<file path="src/rtl/npu_sigmoid_pipe.sv">
// Three-stage elastic activation unit: sigmoid / tanh / saturating linear / step
// on a wide signed accumulator, producing a signed OUT_FRAC fixed-point result.
module npu_sigmoid_pipe #(
    parameter int IN_W     = 48,
    parameter int IN_FRAC  = 16,
    parameter int OUT_W    = 16,
    parameter int OUT_FRAC = 14
) (
    input  logic             CLK,
    input  logic             npu_rst_n,
    input  logic [IN_W-1:0]  npu_sigmoid_din,
    input  logic [1:0]       npu_sigmoid_fsel,
    input  logic             npu_sigmoid_in_valid,
    output logic             npu_sigmoid_in_ready,
    output logic [OUT_W-1:0] npu_sigmoid_dout,
    output logic             npu_sigmoid_out_valid,
    input  logic             npu_sigmoid_out_ready
);

    typedef enum logic [1:0] {
        MODE_SIG  = 2'b00,
        MODE_TANH = 2'b01,
        MODE_LIN  = 2'b10,
        MODE_STEP = 2'b11
    } mode_e;

    // a spans [0, 8.0] inclusive, so it needs 4 integer bits
    localparam int A_W   = OUT_FRAC + 4;
    localparam int X_W   = IN_W + 2;
    localparam int Y_W   = A_W + OUT_W + 2;
    localparam int SHIFT = IN_FRAC - OUT_FRAC;

    localparam logic [A_W-1:0] ONE   = A_W'(1) << OUT_FRAC;
    localparam logic [A_W-1:0] HALF  = ONE >> 1;
    localparam logic [A_W-1:0] BRK2  = A_W'((19 << OUT_FRAC) >> 3);
    localparam logic [A_W-1:0] BRK3  = A_W'(5 << OUT_FRAC);
    localparam logic [A_W-1:0] OFF2  = A_W'((5 << OUT_FRAC) >> 3);
    localparam logic [A_W-1:0] OFF3  = A_W'((27 << OUT_FRAC) >> 5);
    localparam logic [A_W-1:0] A_SAT = A_W'(8 << OUT_FRAC);

    localparam logic signed [Y_W-1:0] Y_MAX = Y_W'((1 << (OUT_W - 1)) - 1);
    localparam logic signed [Y_W-1:0] Y_MIN = -Y_MAX - 1;

    logic             v1, v2, v3;
    logic             s1, s2;
    mode_e            f1, f2;
    logic [A_W-1:0]   a1, a2;
    logic [A_W-1:0]   m2;
    logic [OUT_W-1:0] dout_q;

    logic hold1, hold2, hold3;

    always_comb begin
        hold3 = v3 & ~npu_sigmoid_out_ready;
        hold2 = v2 & hold3;
        hold1 = v1 & hold2;
    end

    assign npu_sigmoid_in_ready  = ~hold1;
    assign npu_sigmoid_out_valid = v3;
    assign npu_sigmoid_dout      = dout_q;

    // S1: magnitude with two guard bits so doubling the most negative input cannot wrap
    logic signed [X_W-1:0] x_ext;
    logic signed [X_W-1:0] x_scaled;
    logic [X_W-1:0]        x_mag;
    logic [X_W-1:0]        x_trunc;
    logic [A_W-1:0]        a_next;

    always_comb begin
        x_ext    = {{2{npu_sigmoid_din[IN_W-1]}}, npu_sigmoid_din};
        x_scaled = (mode_e'(npu_sigmoid_fsel) == MODE_TANH) ? (x_ext <<< 1) : x_ext;
        x_mag    = x_scaled[X_W-1] ? unsigned'(-x_scaled) : unsigned'(x_scaled);
        x_trunc  = x_mag >> SHIFT;
        a_next   = (x_trunc >= X_W'(A_SAT)) ? A_SAT : x_trunc[A_W-1:0];
    end

    // S2: piecewise-linear magnitude curve, output in [0.5, 1.0]
    logic [A_W-1:0] m_next;

    always_comb begin
        if (a1 < ONE) begin
            m_next = (a1 >> 2) + HALF;
        end else if (a1 < BRK2) begin
            m_next = (a1 >> 3) + OFF2;
        end else if (a1 < BRK3) begin
            m_next = (a1 >> 5) + OFF3;
        end else begin
            m_next = ONE;
        end
    end

    // S3: every mode funnels through one saturator; only linear can actually exceed range
    logic signed [Y_W-1:0] a_wide;
    logic signed [Y_W-1:0] m_wide;
    logic signed [Y_W-1:0] one_wide;
    logic signed [Y_W-1:0] p_wide;
    logic signed [Y_W-1:0] y_wide;
    logic [OUT_W-1:0]      y_next;

    always_comb begin
        a_wide   = signed'(Y_W'(a2));
        m_wide   = signed'(Y_W'(m2));
        one_wide = signed'(Y_W'(ONE));
        p_wide   = s2 ? (one_wide - m_wide) : m_wide;
        y_wide   = '0;
        unique case (f2)
            MODE_SIG:  y_wide = p_wide;
            MODE_TANH: y_wide = (p_wide <<< 1) - one_wide;
            MODE_LIN:  y_wide = s2 ? -a_wide : a_wide;
            MODE_STEP: y_wide = s2 ? '0 : one_wide;
            default:   y_wide = '0;
        endcase
        if (y_wide > Y_MAX) begin
            y_next = OUT_W'(Y_MAX);
        end else if (y_wide < Y_MIN) begin
            y_next = OUT_W'(Y_MIN);
        end else begin
            y_next = y_wide[OUT_W-1:0];
        end
    end

    always_ff @(posedge CLK or negedge npu_rst_n) begin
        if (!npu_rst_n) begin
            v1     <= 1'b0;
            s1     <= 1'b0;
            f1     <= MODE_SIG;
            a1     <= '0;
            v2     <= 1'b0;
            s2     <= 1'b0;
            f2     <= MODE_SIG;
            a2     <= '0;
            m2     <= '0;
            v3     <= 1'b0;
            dout_q <= '0;
        end else begin
            if (!hold1) begin
                v1 <= npu_sigmoid_in_valid;
                s1 <= npu_sigmoid_din[IN_W-1];
                f1 <= mode_e'(npu_sigmoid_fsel);
                a1 <= a_next;
            end
            if (!hold2) begin
                v2 <= v1;
                s2 <= s1;
                f2 <= f1;
                a2 <= a1;
                m2 <= m_next;
            end
            if (!hold3) begin
                v3     <= v2;
                dout_q <= y_next;
            end
        end
    end

endmodule

</file>
<file path="config.mk">
export PLATFORM = sky130hd
export DESIGN_NAME = npu_sigmoid_pipe
export DESIGN_NICKNAME = d
export VERILOG_FILES = /design/src/rtl/npu_sigmoid_pipe.sv
export SDC_FILE = /design/constraint.sdc
export NUM_CORES = 1
export LEC_CHECK = 0
export CAP_MARGIN = 5
export CORE_UTILIZATION = 45
export CTS_BUF_LIST = sky130_fd_sc_hd__clkbuf_4 sky130_fd_sc_hd__clkbuf_8
export CTS_CLUSTER_DIAMETER = 150
export DETAILED_ROUTE_END_ITERATION = 12
export PLACE_DENSITY_LB_ADDON = 0.12
export SLEW_MARGIN = 40
export SYNTH_ARGS = -nofsm -noshare
export SYNTH_HDL_FRONTEND = slang
export SYNTH_SLANG_ARGS = --single-unit
</file>
<file path="constraint.sdc">
create_clock -name CLK -period 13.2 [get_ports CLK]
set_clock_uncertainty 0.05 [all_clocks]
set_input_delay 1.98 -clock CLK [delete_from_list [all_inputs] [get_ports CLK]]
set_output_delay 1.98 -clock CLK [all_outputs]
set_load 0.005 [all_outputs]
</file>
==> results of run 1 <==
cell type report:
type / count / area [um2] / share of cell area [%]
multi-input combinational: 889 / 5340 / 61.5
timing repair buffer: 82 / 790 / 9.11
sequential: 78 / 1950 / 22.5
inverter: 27 / 101 / 1.17
tap: 220 / 275 / 3.18
clock buffer: 10 / 131 / 1.52
clock inverter: 5 / 85.1 / 0.981
stage by stage:
| stage | instances | util (%) | cell area (um2) | power (mW) | worst slack (ns) |
|---|---|---|---|---|---|
| 3_3_place_gp | 1296 | 50.7 | 8430 | 0.525 | 6.60 |
| 6_report | 1311 | 52.1 | 8670 | 0.724 | 6.74 |
| 4_1_cts | 1311 | 52.0 | 8650 | 0.727 | 6.78 |
| 2_1_floorplan | 1079 | - | 7680 | 0.425 | 8.21 |
| 5_1_grt | 1311 | 52.1 | 8670 | 0.768 | 6.49 |
| 3_5_place_dp | 1296 | 50.7 | 8430 | 0.527 | 6.43 |
worst max path at each step:
stage / start / to / slack, ns / depth (start not counted)
3_3_place_gp: npu_sigmoid_fsel[1] / a1[9] / 6.60 / 11
4_1_cts: npu_sigmoid_out_ready / npu_sigmoid_in_ready / 6.78 / 5
5_1_grt: npu_sigmoid_fsel[1] / a1[14] / 6.49 / 11
3_5_place_dp: npu_sigmoid_fsel[1] / a1[14] / 6.43 / 11
6_report: npu_sigmoid_fsel[1] / a1[14] / 6.74 / 11
2_1_floorplan: npu_sigmoid_din[3] / a1[4] / 8.21 / 10
cell usage after synthesis (5+ instances only):
library cell	count	area, um2
a2111oi_0	9	78.8
a211o_1	6	52.6
a211oi_1	12	90.1
a21oi_1	78	390
a311oi_1	5	43.8
a31oi_1	14	87.6
and2_1	5	31.3
and3_1	9	56.3
and3b_1	6	52.6
buf_1	13	48.8
clkbuf_1	68	255
dfrtp_1	78	1950
ha_1	14	175
inv_1	26	97.6
mux2_2	8	90.1
mux2i_1	14	140
nand2_1	203	762
nand2b_1	9	56.3
nand3_1	34	170
nand3b_1	8	60.1
nand4_1	16	100
nor2_1	75	282
nor2b_1	8	50.1
nor3_1	34	170
nor4_1	14	87.6
nor4b_1	9	78.8
o211ai_1	11	82.6
o21a_1	5	37.5
o21ai_0	74	370
o21ai_1	8	40.0
o22ai_1	24	150
o311ai_0	6	52.6
o31ai_1	23	173
o41ai_1	6	52.6
or2_2	6	37.5
or3_1	14	87.6
or4_1	10	75.1
xnor2_1	12	105
xor2_1	26	228
power groups by stage:
stage	sequential [mW]	clock, mW	combinational [mW]
after CTS	0.272	0.204	0.251
after global placement	0.276	0	0.248
after detailed placement	0.277	0	0.250
final	0.272	0.200	0.253
after floorplan	0.279	0	0.147
after global routing	0.274	0.214	0.279
kinds of logic (layout without fill, tap and decap cells):
kind of cell	count (synthesis)	in the layout	synth area share, %
buffers and inverters	112	124	5.57
adder cells (fa/ha/maj)	14	14	2.28
multiplexers	22	22	3.00
flip-flops	78	78	25.4
AO/OA/AOI/OAI	335	335	28.5
AND/OR/NAND/NOR	479	479	30.6
XOR/XNOR	39	39	4.63
per-layer routing:
layer | track usage [%] | routed length [um] | up-vias
met5 | 0 | 0 | -
met4 | 7.92 | 429 | 0
met3 | 2.30 | 1010 | 36
met2 | 43.0 | 10900 | 274
met1 | 36.3 | 10400 | 3771
li1 | - | - | 4009
worst max-delay path, stage by stage:
cell             delay [ns]
clkdlybuf4s50_1        0.56
nand2b_2               0.25
buf_4                  0.37
a211oi_1               0.76
nand4_2                0.42
nor3_2                 0.38
a211oi_1               0.09
or4_1                  0.57
a211oi_2               0.71
nand2_2                0.25
o31ai_1                0.31
sequential cells by signal, summed over array words and instances (netlist names):
| signal | flops |
|---|---|
| v1 | 1 |
| npu_sigmoid_dout | 16 |
| npu_sigmoid_out_valid | 1 |
| a2 | 18 |
| f1 | 2 |
| m2 | 17 |
| f2 | 2 |
| s2 | 1 |
| v2 | 1 |
| s1 | 1 |
| a1 | 18 |
==> results.md, run 1 <==
- Num CTS Buffers: 9
- CP Max Fanout: between 80 and 90
- Clock latency on the worst-skew pair: about 0.35 ns
- Syn nets: 1147
- Post-CTS Repair Setup Buffers: 0
- Pin count of the biggest net entering global routing: between 80 and 90
- Run status: completed
- Clock Power Share: 27.6%
- Normalized max-slew margin: a little under half
- Iter 0 DRT Violations: 728
- Synthesis Warnings: 0
- Sequential Power Share: a little under two fifths
- DRC viols: 0
- Net Switching: 246 uW
- Die X: roughly 130 um
- Via count: just over 8000
- Worst r2r src: m2[0]
- Worst Path Arrival: about 6.7 ns
- P_int: roughly 480 uW
- Setup-failing EPs final: 0
- Core area: between 15000 and 20000 um2
- Die area: 17600 um2
- WHS Endpoint: v2
- Hold Violations, Final: 0
- FF-to-FF setup slack: roughly 8 ns
- CTS Buffer Depth: 2
- Seq/Total Area, Yosys: 25.4%
- Vias per inst: 6.17
- Total wire length: around 23000 um
- RSZ-0062 raised after global routing: false
- Pleak: 3.36 nW
- Max Slew Vio Count: 0
- Library cells used by synthesis: between 80 and 90
- DIE HEIGHT: ~130 um
- Worst ir drop on vdd: approximately 0.000065 V
- Detailed Routing Iterations Pass 1: 5
- Wirelength per Cell: roughly 17 um
- WP data required: around 13 ns
- FF+latch count, synth: ~80
- Cells on worst reg2reg path: 16
- FFs w/ async S/R, synth: 100%
- Clock sink count: 78
- Sw Ratio: approximately a third
- Main synth FF type: dfrtp_1
- Worst slew pin tran: approximately 0.78 ns
- HP Class: reg2reg
- Initial antenna violation count: 0
- Vias in the first global route: about 7300
- Root Driver: clkbuf_8
- Final Cycle Share: approximately half
- Layout cells sized above 1: approximately 6.0%
- Synth-to-Final Area Change: 12.9%
- Grt ovf: 0
- Commonest non-fill, non-tap cells in the layout: nand2_1, a21oi_1, dfrtp_1, nor2_1, o21ai_0
- Hold Path Stages: 1
- FMAX: about 150 MHz
- Fill cells: around 1700
- Nets: 1155
- Syn Inst Count: around 1100
- CTS tree: built
- Commonest non-fill, non-tap cell in the layout: nand2_1
- Cell Area, Synth: 7680 um2
- GRT Util Overall: between 20% and 30%
- DRT antenna net count: 0
- Final hold slack: between 0.4 and 0.5 ns
- Crit end category: flip-flop
- Initial Util: between 40% and 50%
- Final min period: 6.46 ns
- Reg2Reg Capture Point: npu_sigmoid_dout[12]
- Synth Area per Inst: a little over 7 um2
- First-pass GRT wire length: approximately 38000 um
- Startpoint Class: input port
- Fin Setup TNS: 0 ns
- Crit path kind: in2reg
- Worst-path clk slew: 0.08 ns
- H-tree Lvls: 3
- Placement row count: 47
- Port bufs: between 70 and 80
- Num ports: 72
- Post-synth EDFFs: 0
- Max-cap viol count: 0
- Detailed Place HPWL: about 16000 um
- Ant. Diodes: 0
- Gpl congestion: between 0.9 and 1
- Logic pwr share: between 30% and 40%
- Post-cts gate resize count: 0
- Hold-fix buffers, CTS: 0
- Hold Path Origin: v1
- Pwr Density: 83.5 nW/um2
No activity file was read; power rests on OpenSTA's default activity.
==> run 2, diff against run 1 <==
Clock period 13.2 ns to 5.7 ns, I/O delays scaled along.
==> results.md, run 2 (synthesized netlist as in run 1, its figures left out) <==
- Dpl cells: 1310 (was 1296)
- HP Class: reg2reg (unchanged)
- CTS tree: built (unchanged)
- Fin Setup TNS: 0 ns (unchanged)
- Detailed Place HPWL: 16900 um (was 16500 um)
- Grt ovf: 0 (unchanged)
- Via count: 8115 (was 8090)
- Synth-to-Final Area Change: 14.2% (was 12.9%)
- Max Slew Vio Count: 0 (unchanged)
- Hold Violations, Final: 0 (unchanged)
- Ant. Diodes: 0 (unchanged)
- Die area: 17600 um2 (unchanged)
- Final worst slack: 0.945 ns (was 6.74 ns)
- Wirelength per Cell: 17.2 um (was 17.4 um)
- Vias per inst: 6.12 (was 6.17)
- RSZ-0062 raised after global routing: false (unchanged)
- Vias in the first global route: 7308 (was 7284)
- WP data required: 5.94 ns (was 13.41 ns)
- Max-cap viol count: 0 (unchanged)
- DRT antenna net count: 0 (unchanged)
- Commonest non-fill, non-tap cells in the layout: nand2_1, a21oi_1, dfrtp_1, nor2_1, o21ai_0 (unchanged)
- Pin count of the biggest net entering global routing: 79 (was 83)
- Num CTS Buffers: 9 (unchanged)
- Layout cells sized above 1: 7.06% (was 5.96%)
- Setup-failing EPs final: 0 (unchanged)
- Placement row count: 47 (unchanged)
- First-pass GRT wire length: 37500 um (was 38000 um)
- Top Registers: a1: 18 flops, a2: 18 flops, m2: 17 flops (unchanged)
- Die X: 133 um (unchanged)
- Nets: 1169 (was 1155)
- Run status: completed (unchanged)
- Detailed Routing Iterations Pass 1: 5 (unchanged)
- Normalized max-slew margin: 45.3% (was 46.5%)
- Final Power: 1.69 mW (was 724 uW)
- Final Cycle Share: a little over four fifths
- Iter 0 DRT Violations: 642 (was 728)
- Crit path kind: reg2reg (was in2reg)
- Root Driver: clkbuf_8 (unchanged)
- H-tree Lvls: 3 (unchanged)
- DIE HEIGHT: 133 um (unchanged)
- Pleak: 3.43 nW (was 3.36 nW)
- DRC viols: 0 (unchanged)
- Worst slew pin tran: 0.800 ns (was 0.783 ns)
- Final hold slack: 0.411 ns (was 0.412 ns)
- Gpl congestion: 0.944 (was 0.947)
- FF-to-FF setup slack: 0.95 ns (was 8.05 ns)
- Pre-CTS setup slack: 0.636 ns (was 6.43 ns)
- Initial Util: 46.1% (unchanged)
- Initial antenna violation count: 0 (unchanged)
- Core area: 16600 um2 (unchanged)
- Worst-path clk slew: 0.08 ns (about the same)
- Clock sink count: 78 (unchanged)
- GRT Util Overall: 26.0% (was 26.1%)
- Startpoint Class: flip-flop (was input port)
- Crit end category: flip-flop (unchanged)
- Worst Path Arrival: 4.99 ns (was 6.66 ns)
- FMAX: 210 MHz
- Post-cts gate resize count: 0 (unchanged)
- Final Instance Count excl. Fillers: 1325 (was 1311)
- Hold-fix buffers, CTS: 0 (unchanged)
- Final min period: approximately 4.8 ns
- Worst ir drop on vdd: 0.000128 V (was 0.0000655 V)
- Total wire length: 22800 um (was 22700 um)
- Num ports: 72 (unchanged)
- Pwr Density: 193 nW/um2 (was 83.5 nW/um2)
- Clock latency on the worst-skew pair: 0.36 ns (was 0.35 ns)
- CTS Buffer Depth: 2 (unchanged)
- Port bufs: 71 (unchanged)
- CP Max Fanout: 15 (was 82)
- Post-CTS Repair Setup Buffers: 0 (unchanged)
- Commonest non-fill, non-tap cell in the layout: nand2_1 (unchanged)
==> run 2: cell count changes in the layout (fill, tap and decap cells not counted), sizes merged <==
cell | previous run | this run
buf | 13 | 27
clkinvlp | 1 | 0
inv | 26 | 27
==> run 2: path summary, 6_finish.rpt <==
path / from / endpoint / cells past startpoint
min: v1 / v2 / 1
min in group asynchronous: npu_rst_n / npu_sigmoid_out_valid / 1
max reg2reg: m2[0] / npu_sigmoid_dout[12] / 17
min reg2reg: v1 / v2 / 1
max: m2[0] / npu_sigmoid_dout[12] / 17
max in group asynchronous: npu_rst_n / a1[16] / 1
==> run 2: area by class of cell <==
cell class / count / area, um2
flip-flops and latches: 78 / 1950
repair buffers: 96 / 895
well taps: 220 / 275
inverters: 27 / 101
clock inverters: 5 / 82.6
multi-input cells: 889 / 5330
clock buffers: 10 / 138
fillers: 1742 / 7870
==> run 2: layer usage <==
| layer | vias to the layer above | track usage, % | part of all wire [%] |
|---|---|---|---|
| li1 | 4035 | - | - |
| met5 | - | 0 | 0 |
| met2 | 318 | 42.5 | 47 |
| met4 | 0 | 10.8 | 2.6 |
| met1 | 3713 | 35.0 | 45 |
| met3 | 49 | 2.64 | 5.3 |
==> run 2: power by group <==
| part | internal, mW | total (mW) | switching, mW |
|---|---|---|---|
| logic | 0.258 | 0.588 | 0.330 |
| clock network | 0.258 | 0.473 | 0.216 |
| registers | 0.603 | 0.631 | 0.0272 |
==> run 2: stage by stage <==
step                      cell area [um2]  utilization, %
after floorplan                      7680               -
after global placement               8530            51.3
after detailed placement             8540            51.3
after CTS                            8760            52.6
after global routing                 8770            52.7
final                                8770            52.7
==> run 2: critical path: stages (launching register included) <==
cell and delay [ns]:
dfrtp_1 0.43, inv_1 0.10, ha_1 0.23, nor4b_1 0.25, buf_4 0.18, nand4_1 0.11, xnor2_1 0.25, ha_1 0.33
or3b_2 0.51, o21bai_1 0.18, ha_1 0.30, nand2_1 0.05, o41ai_1 0.36, o211ai_1 0.13, nor4b_1 0.35, a41o_1 0.54
o211ai_1 0.17, a21oi_1 0.17
==> run 3, diff against run 2 <==
Clock period 5.7 ns to 4.58 ns, I/O delays scaled along.
==> results.md, run 3 (synthesized netlist as in run 1, its figures left out) <==
- Reg2Reg Capture Point: npu_sigmoid_dout[2] (was npu_sigmoid_dout[12])
- Sw Ratio: 32.8% (was 33.8%)
- Nets: 1206 (was 1169)
- Commonest non-fill, non-tap cell in the layout: nand2_1 (unchanged)
- Initial Util: 46.1% (unchanged)
- Crit path kind: reg2reg (unchanged)
- Worst ir drop on vdd: 0.000156 V (was 0.000128 V)
- Post-CTS Repair Setup Buffers: 0 (unchanged)
- Clock sink count: 78 (unchanged)
- Sequential Power Share: 36.5% (was 37.3%)
- Via count: 8401 (was 8115)
- Num ports: 72 (unchanged)
- Die X: 133 um (unchanged)
- DIE HEIGHT: 133 um (unchanged)
- Design Area, Final: 9080 um2 (was 8770 um2)
- Worst-path clk slew: 0.08 ns (about the same)
- CP peak stage delay: 0.49 ns (was 0.54 ns)
- Final Cycle Share: 93.7% (was 83.4%)
- Final Util: 54.6% (was 52.7%)
- Logic pwr share: 34.2% (was 34.7%)
- Detailed Place HPWL: 17300 um (was 16900 um)
- CP Max Fanout: 15 (unchanged)
- Worst r2r src: m2[0] (unchanged)
- Clock Power Share: 29.4% (was 28.0%)
- Layout cells sized above 1: 10.3% (was 7.06%)
- Synth-to-Final Area Change: 18.3% (was 14.2%)
- Run status: completed (unchanged)
- FF-to-FF setup slack: 0.29 ns (was 0.95 ns)
- CTS Buffer Depth: 2 (unchanged)
- Normalized max-slew margin: 45.2% (was 45.3%)
- Die area: 17600 um2 (unchanged)
- Setup-failing EPs final: 0 (unchanged)
- Vias in the first global route: 7691 (was 7308)
- Pleak: 3.62 nW (was 3.43 nW)
- Port bufs: 71 (unchanged)
- Wirelength per Cell: 17.1 um (was 17.2 um)
- CTS tree: built (unchanged)
- Iter 0 DRT Violations: 642 (unchanged)
- Worst slew pin tran: 0.817 ns (was 0.800 ns)
- DRC viols: 0 (unchanged)
- WP data required: 4.77 ns (was 5.94 ns)
- Fin Setup TNS: 0 ns (unchanged)
- Net Switching: 719 uW (was 572 uW)
- Pwr Density: 241 nW/um2 (was 193 nW/um2)
- Total wire length: 23300 um (was 22800 um)
- Placement row count: 47 (unchanged)
- Pin count of the biggest net entering global routing: 79 (unchanged)
- Detailed Routing Iterations Pass 1: 5 (unchanged)
- Initial antenna violation count: 0 (unchanged)
- Crit-path cells: inv_1 -> ha_1 -> nor4b_2 -> nand4_1 -> xnor2_1 -> ha_1 -> or3b_2 -> o21bai_1 -> ha_1 -> nor4b_2 -> nand3_1 -> a21oi_1 -> nand2_1 -> o22a_1 -> o41ai_2 -> buf_4 -> a21oi_1 (was inv_1 -> ha_1 -> nor4b_1 -> buf_4 -> nand4_1 -> xnor2_1 -> ha_1 -> or3b_2 -> o21bai_1 -> ha_1 -> nand2_1 -> o41ai_1 -> o211ai_1 -> nor4b_1 -> a41o_1 -> o211ai_1 -> a21oi_1)
- Max-cap viol count: 0 (unchanged)
- Post-DP Area: 8820 um2 (was 8540 um2)
- H-tree Lvls: 3 (unchanged)
- First-pass GRT wire length: 38400 um (was 37500 um)
- FMAX: 233 MHz (was 210 MHz)
- HP Class: in2async (was reg2reg)
- Gpl congestion: 0.936 (was 0.944)
- Core area: 16600 um2 (unchanged)
- Final Power: 2.19 mW (was 1.69 mW)
- Grt ovf: 0 (unchanged)
- Hold Violations, Final: 0 (unchanged)
- Final min period: 4.29 ns (was 4.75 ns)
- P_int: 1.47 mW (was 1.12 mW)
- Num CTS Buffers: 9 (unchanged)
- Crit end category: flip-flop (unchanged)
- Startpoint Class: flip-flop (unchanged)
- Crit-path slowest cell: or3b_2 (was a41o_1)
- Ant. Diodes: 0 (unchanged)
- Max Slew Vio Count: 0 (unchanged)
- Final Instance Count excl. Fillers: 1362 (was 1325)
- GRT Util Overall: 26.4% (was 26.0%)
- DRT antenna net count: 0 (unchanged)
- Vias per inst: 6.17 (was 6.12)
- Root Driver: clkbuf_8 (unchanged)
- Clock latency on the worst-skew pair: 0.36 ns (about the same)
- Dpl cells: 1347 (was 1310)
- Commonest non-fill, non-tap cells in the layout: nand2_1, a21oi_1, dfrtp_1, nor2_1, o21ai_0 (unchanged)
- Crit-path most repeated cell: ha_1 (unchanged)
- Top Registers: a1: 18 flops, a2: 18 flops, m2: 17 flops (unchanged)
- Worst Path Arrival: 4.49 ns (was 4.99 ns)
- Cells on worst reg2reg path: 17 (unchanged)
[run 3: changes by cell type in the layout (fill, tap and decap cells not counted), sizes merged]
cell	change
bufinv	+1
inv	-1
buf	+37
[run 3: layout make-up]
cell class | count | area (um2)
inverter | 27 | 101
multi-input combinational | 889 | 5330
sequential | 78 | 1950
fill | 1680 | 7560
timing repair buffer | 133 | 1170
clock buffer | 10 | 138
clock inverter | 5 | 108
tap | 220 | 275
[run 3: repair_timing]
action,4_1_cts,5_1_grt
endpoints found under the hold margin,0,0
endpoints found under the setup margin,0,15
hold buffers,0,0
resized for setup,0,3
[run 3: power by group through the flow]
| stage | logic [mW] | registers (mW) | clock network, mW |
|---|---|---|---|
| floorplan | 0.423 | 0.803 | 0 |
| global placement | 0.732 | 0.812 | 0 |
| finish | 0.748 | 0.799 | 0.643 |
| detailed placement | 0.737 | 0.814 | 0 |
| CTS | 0.739 | 0.800 | 0.657 |
| global route | 0.818 | 0.808 | 0.683 |
[run 3: worst max path at each step]
stage	start	to	slack, ns	depth (start not counted)
after floorplan	m2[0]	npu_sigmoid_dout[10]	0.12	17
after global placement	m2[0]	npu_sigmoid_dout[3]	0.24	17
after detailed placement	m2[0]	npu_sigmoid_dout[12]	0.16	16
after CTS	m2[0]	npu_sigmoid_dout[2]	0.13	17
after global routing	m2[0]	npu_sigmoid_dout[14]	-0.03	16
final	m2[0]	npu_sigmoid_dout[2]	0.29	17
[run 3: critical path, delay by kind of cell, from the launching register on]
family	cells	cell delay, ns
compound gates	5	1.01
simple gates	6	1.35
xor+xnor	1	0.26
flops	1	0.42
fa+ha+maj	3	0.72
buf+inv	2	0.36
[run 3: metrics by stage]
| stage | setup WS, ns | hold slack (ns) |
|---|---|---|
| 2_1_floorplan | 0.124 | 0.341 |
| 3_3_place_gp | 0.238 | 0.383 |
| 3_5_place_dp | 0.158 | 0.394 |
| 4_1_cts | 0.132 | 0.318 |
| 5_1_grt | -0.0286 | 0.326 |
| 6_report | 0.288 | 0.255 |
[run 3: routing by layer]
layer  share of wire [%]  wire [um]  vias up  global-route usage (%)
met4                 2.2        521        0                    9.39
li1                    -          -     4109                       -
met5                   0          0        -                       0
met3                 4.4       1030       41                    2.64
met1                  46      10600     3966                    35.0
met2                  48      11100      285                    44.7
==> RTL change: new RTL, config.mk and constraints of run 2 <==
Set the parameter `IN_W` to 40 (it was 48).
--- a/src/rtl/npu_sigmoid_pipe.sv
+++ b/src/rtl/npu_sigmoid_pipe.sv
@@ -1,7 +1,7 @@
 // Three-stage elastic activation unit: sigmoid / tanh / saturating linear / step
 // on a wide signed accumulator, producing a signed OUT_FRAC fixed-point result.
 module npu_sigmoid_pipe #(
-    parameter int IN_W     = 48,
+    parameter int IN_W     = 40,
     parameter int IN_FRAC  = 16,
     parameter int OUT_W    = 16,
     parameter int OUT_FRAC = 14
Ports: changed (resized npu_sigmoid_din); port bits go from 72 to 64. The function was not compared with the original's and may differ.
==> RTL change against run 2 <==
Setup slack improved by 0.055 ns. Critical path type unchanged. Sequential cell count is the same. Highest routed layer unchanged. Wire length fell by 12%. Power shrank 0.91%. Synthesized area down 8.8%. Utilization decreased by 0.61 points. Design area decreased by 9.7%.
==> RTL change: results (changes against run 2) <==
share of layout cells above drive strength 1 6.911% (was 7.059%); post-synthesis sequential area ratio 27.86% (was 25.42%); Worst slew margin 47.67% (was 45.30%); status complete, no violations (unchanged); Routed WL per cell 17.16 microns (was 17.20 microns); first-pass GRT wire length 33490 microns (was 37540 microns); LEAKAGE 0.003237 uW (was 0.003428 uW); 1st-pass router iterations 5 (unchanged); port buffer count 63 (was 71); Arr. time, crit path 4.87 ns (was 4.99 ns); Synth Instances 963 (was 1079); max incr delay on CP 0.62 ns (was 0.54 ns); Ys Warns 0 (unchanged); vias in the first global route 6555 (was 7308); Clock Tree Buf Depth 2 (unchanged); vias 7166 (was 8115); Sw Share 35.25% (was 33.83%); Fillers 1525 (was 1742); Iteration-0 DRC Markers 646 (was 642); worst reg-to-reg path cell count 14 (was 17); NumNets Final 1039 (was 1169); Area contributors post-synth dfrtp_1 28%, nand2_1 11%, o21ai_0 5.5%, a21oi_1 5.3%, nor2_1 3.5% (was dfrtp_1 25%, nand2_1 9.9%, a21oi_1 5.1%, o21ai_0 4.8%, nor2_1 3.7%); number of distinct library cells after synthesis 78 (was 81); Global Route Usage Sum 25.61% (was 25.98%); DP HPWL 14620 microns (was 16910 microns); Post-synth top cells 204 x nand2_1, 78 x dfrtp_1, 77 x o21ai_0 (was 203 x nand2_1, 78 x a21oi_1, 78 x dfrtp_1); Top delay family on crit path simple AND/OR/NAND/NOR gates (was compound AO/OA/AOI/OAI gates); VDD IR max 0.00009274 V (was 0.0001284 V)
-- RTL change: cell types whose count changed in the layout (fill, tap and decap cells not counted), sizes merged, moves of 7 or more --
cell | before | now
o22ai | 24 | 12
nor4 | 16 | 23
a211oi | 13 | 27
xor2 | 26 | 15
nand4 | 17 | 2
o31ai | 23 | 8
nor2 | 75 | 66
clkdlybuf4s50 | 69 | 62
buf | 27 | 15
-- RTL change: final timing paths --
path	from	end	slack [ns]
min in group asynchronous	npu_rst_n	npu_sigmoid_dout[15]	0.45
max	m2[0]	npu_sigmoid_dout[8]	1.00
min	v1	v2	0.40
max in group asynchronous	npu_rst_n	a2[9]	4.66
min reg2reg	v1	v2	0.40
max reg2reg	m2[0]	npu_sigmoid_dout[8]	1.00
-- RTL change: stage by stage --
| step | cells | worst slack [ns] | cell area, sq um | util, % |
|---|---|---|---|---|
| finish | 1172 | 1.000 | 7918 | 52.08 |
| global route | 1172 | 0.7525 | 7918 | 52.08 |
| CTS | 1172 | 1.009 | 7915 | 52.07 |
| detailed placement | 1156 | 0.7502 | 7711 | 50.72 |
| global placement | 1156 | 0.9150 | 7696 | 50.63 |
| floorplan | 963 | 1.266 | 7005 | - |
-- RTL change: layout make-up --
class / instances / area, sq um / share of cell area (%)
clock buffers: 9 / 123.9 / 1.564
clock inverters: 7 / 80.08 / 1.011
inverters: 23 / 86.33 / 1.090
multi-input cells: 790 / 4691 / 59.24
flip-flops and latches: 78 / 1952 / 24.65
well taps: 188 / 235.2 / 2.971
repair buffers: 77 / 749.5 / 9.466
-- RTL change: power groups by stage --
stage	clock, uW	sequential (uW)	combinational, uW
2_1_floorplan	0	654	345
3_3_place_gp	0	655	581
3_5_place_dp	0	657	584
4_1_cts	456	646	587
5_1_grt	472	652	646
6_report	443	645	589
-- RTL change: kinds of logic (layout without fill, tap and decap cells) --
logic type      Yosys count  count (layout)  synth area share, %
compound gates          297             297                28.67
xor+xnor                 33              33                4.126
fa+ha+maj                14              14                2.500
buf+inv                  95             116                5.698
flops                    78              78                27.86
mux                      17              17                2.482
simple gates            429             429                28.67
-- RTL change: routing by layer --
metal	track usage, %	wire, microns
met5	0	0
met4	7.493	410
met3	2.531	860
met2	42.70	9455
met1	35.22	9386
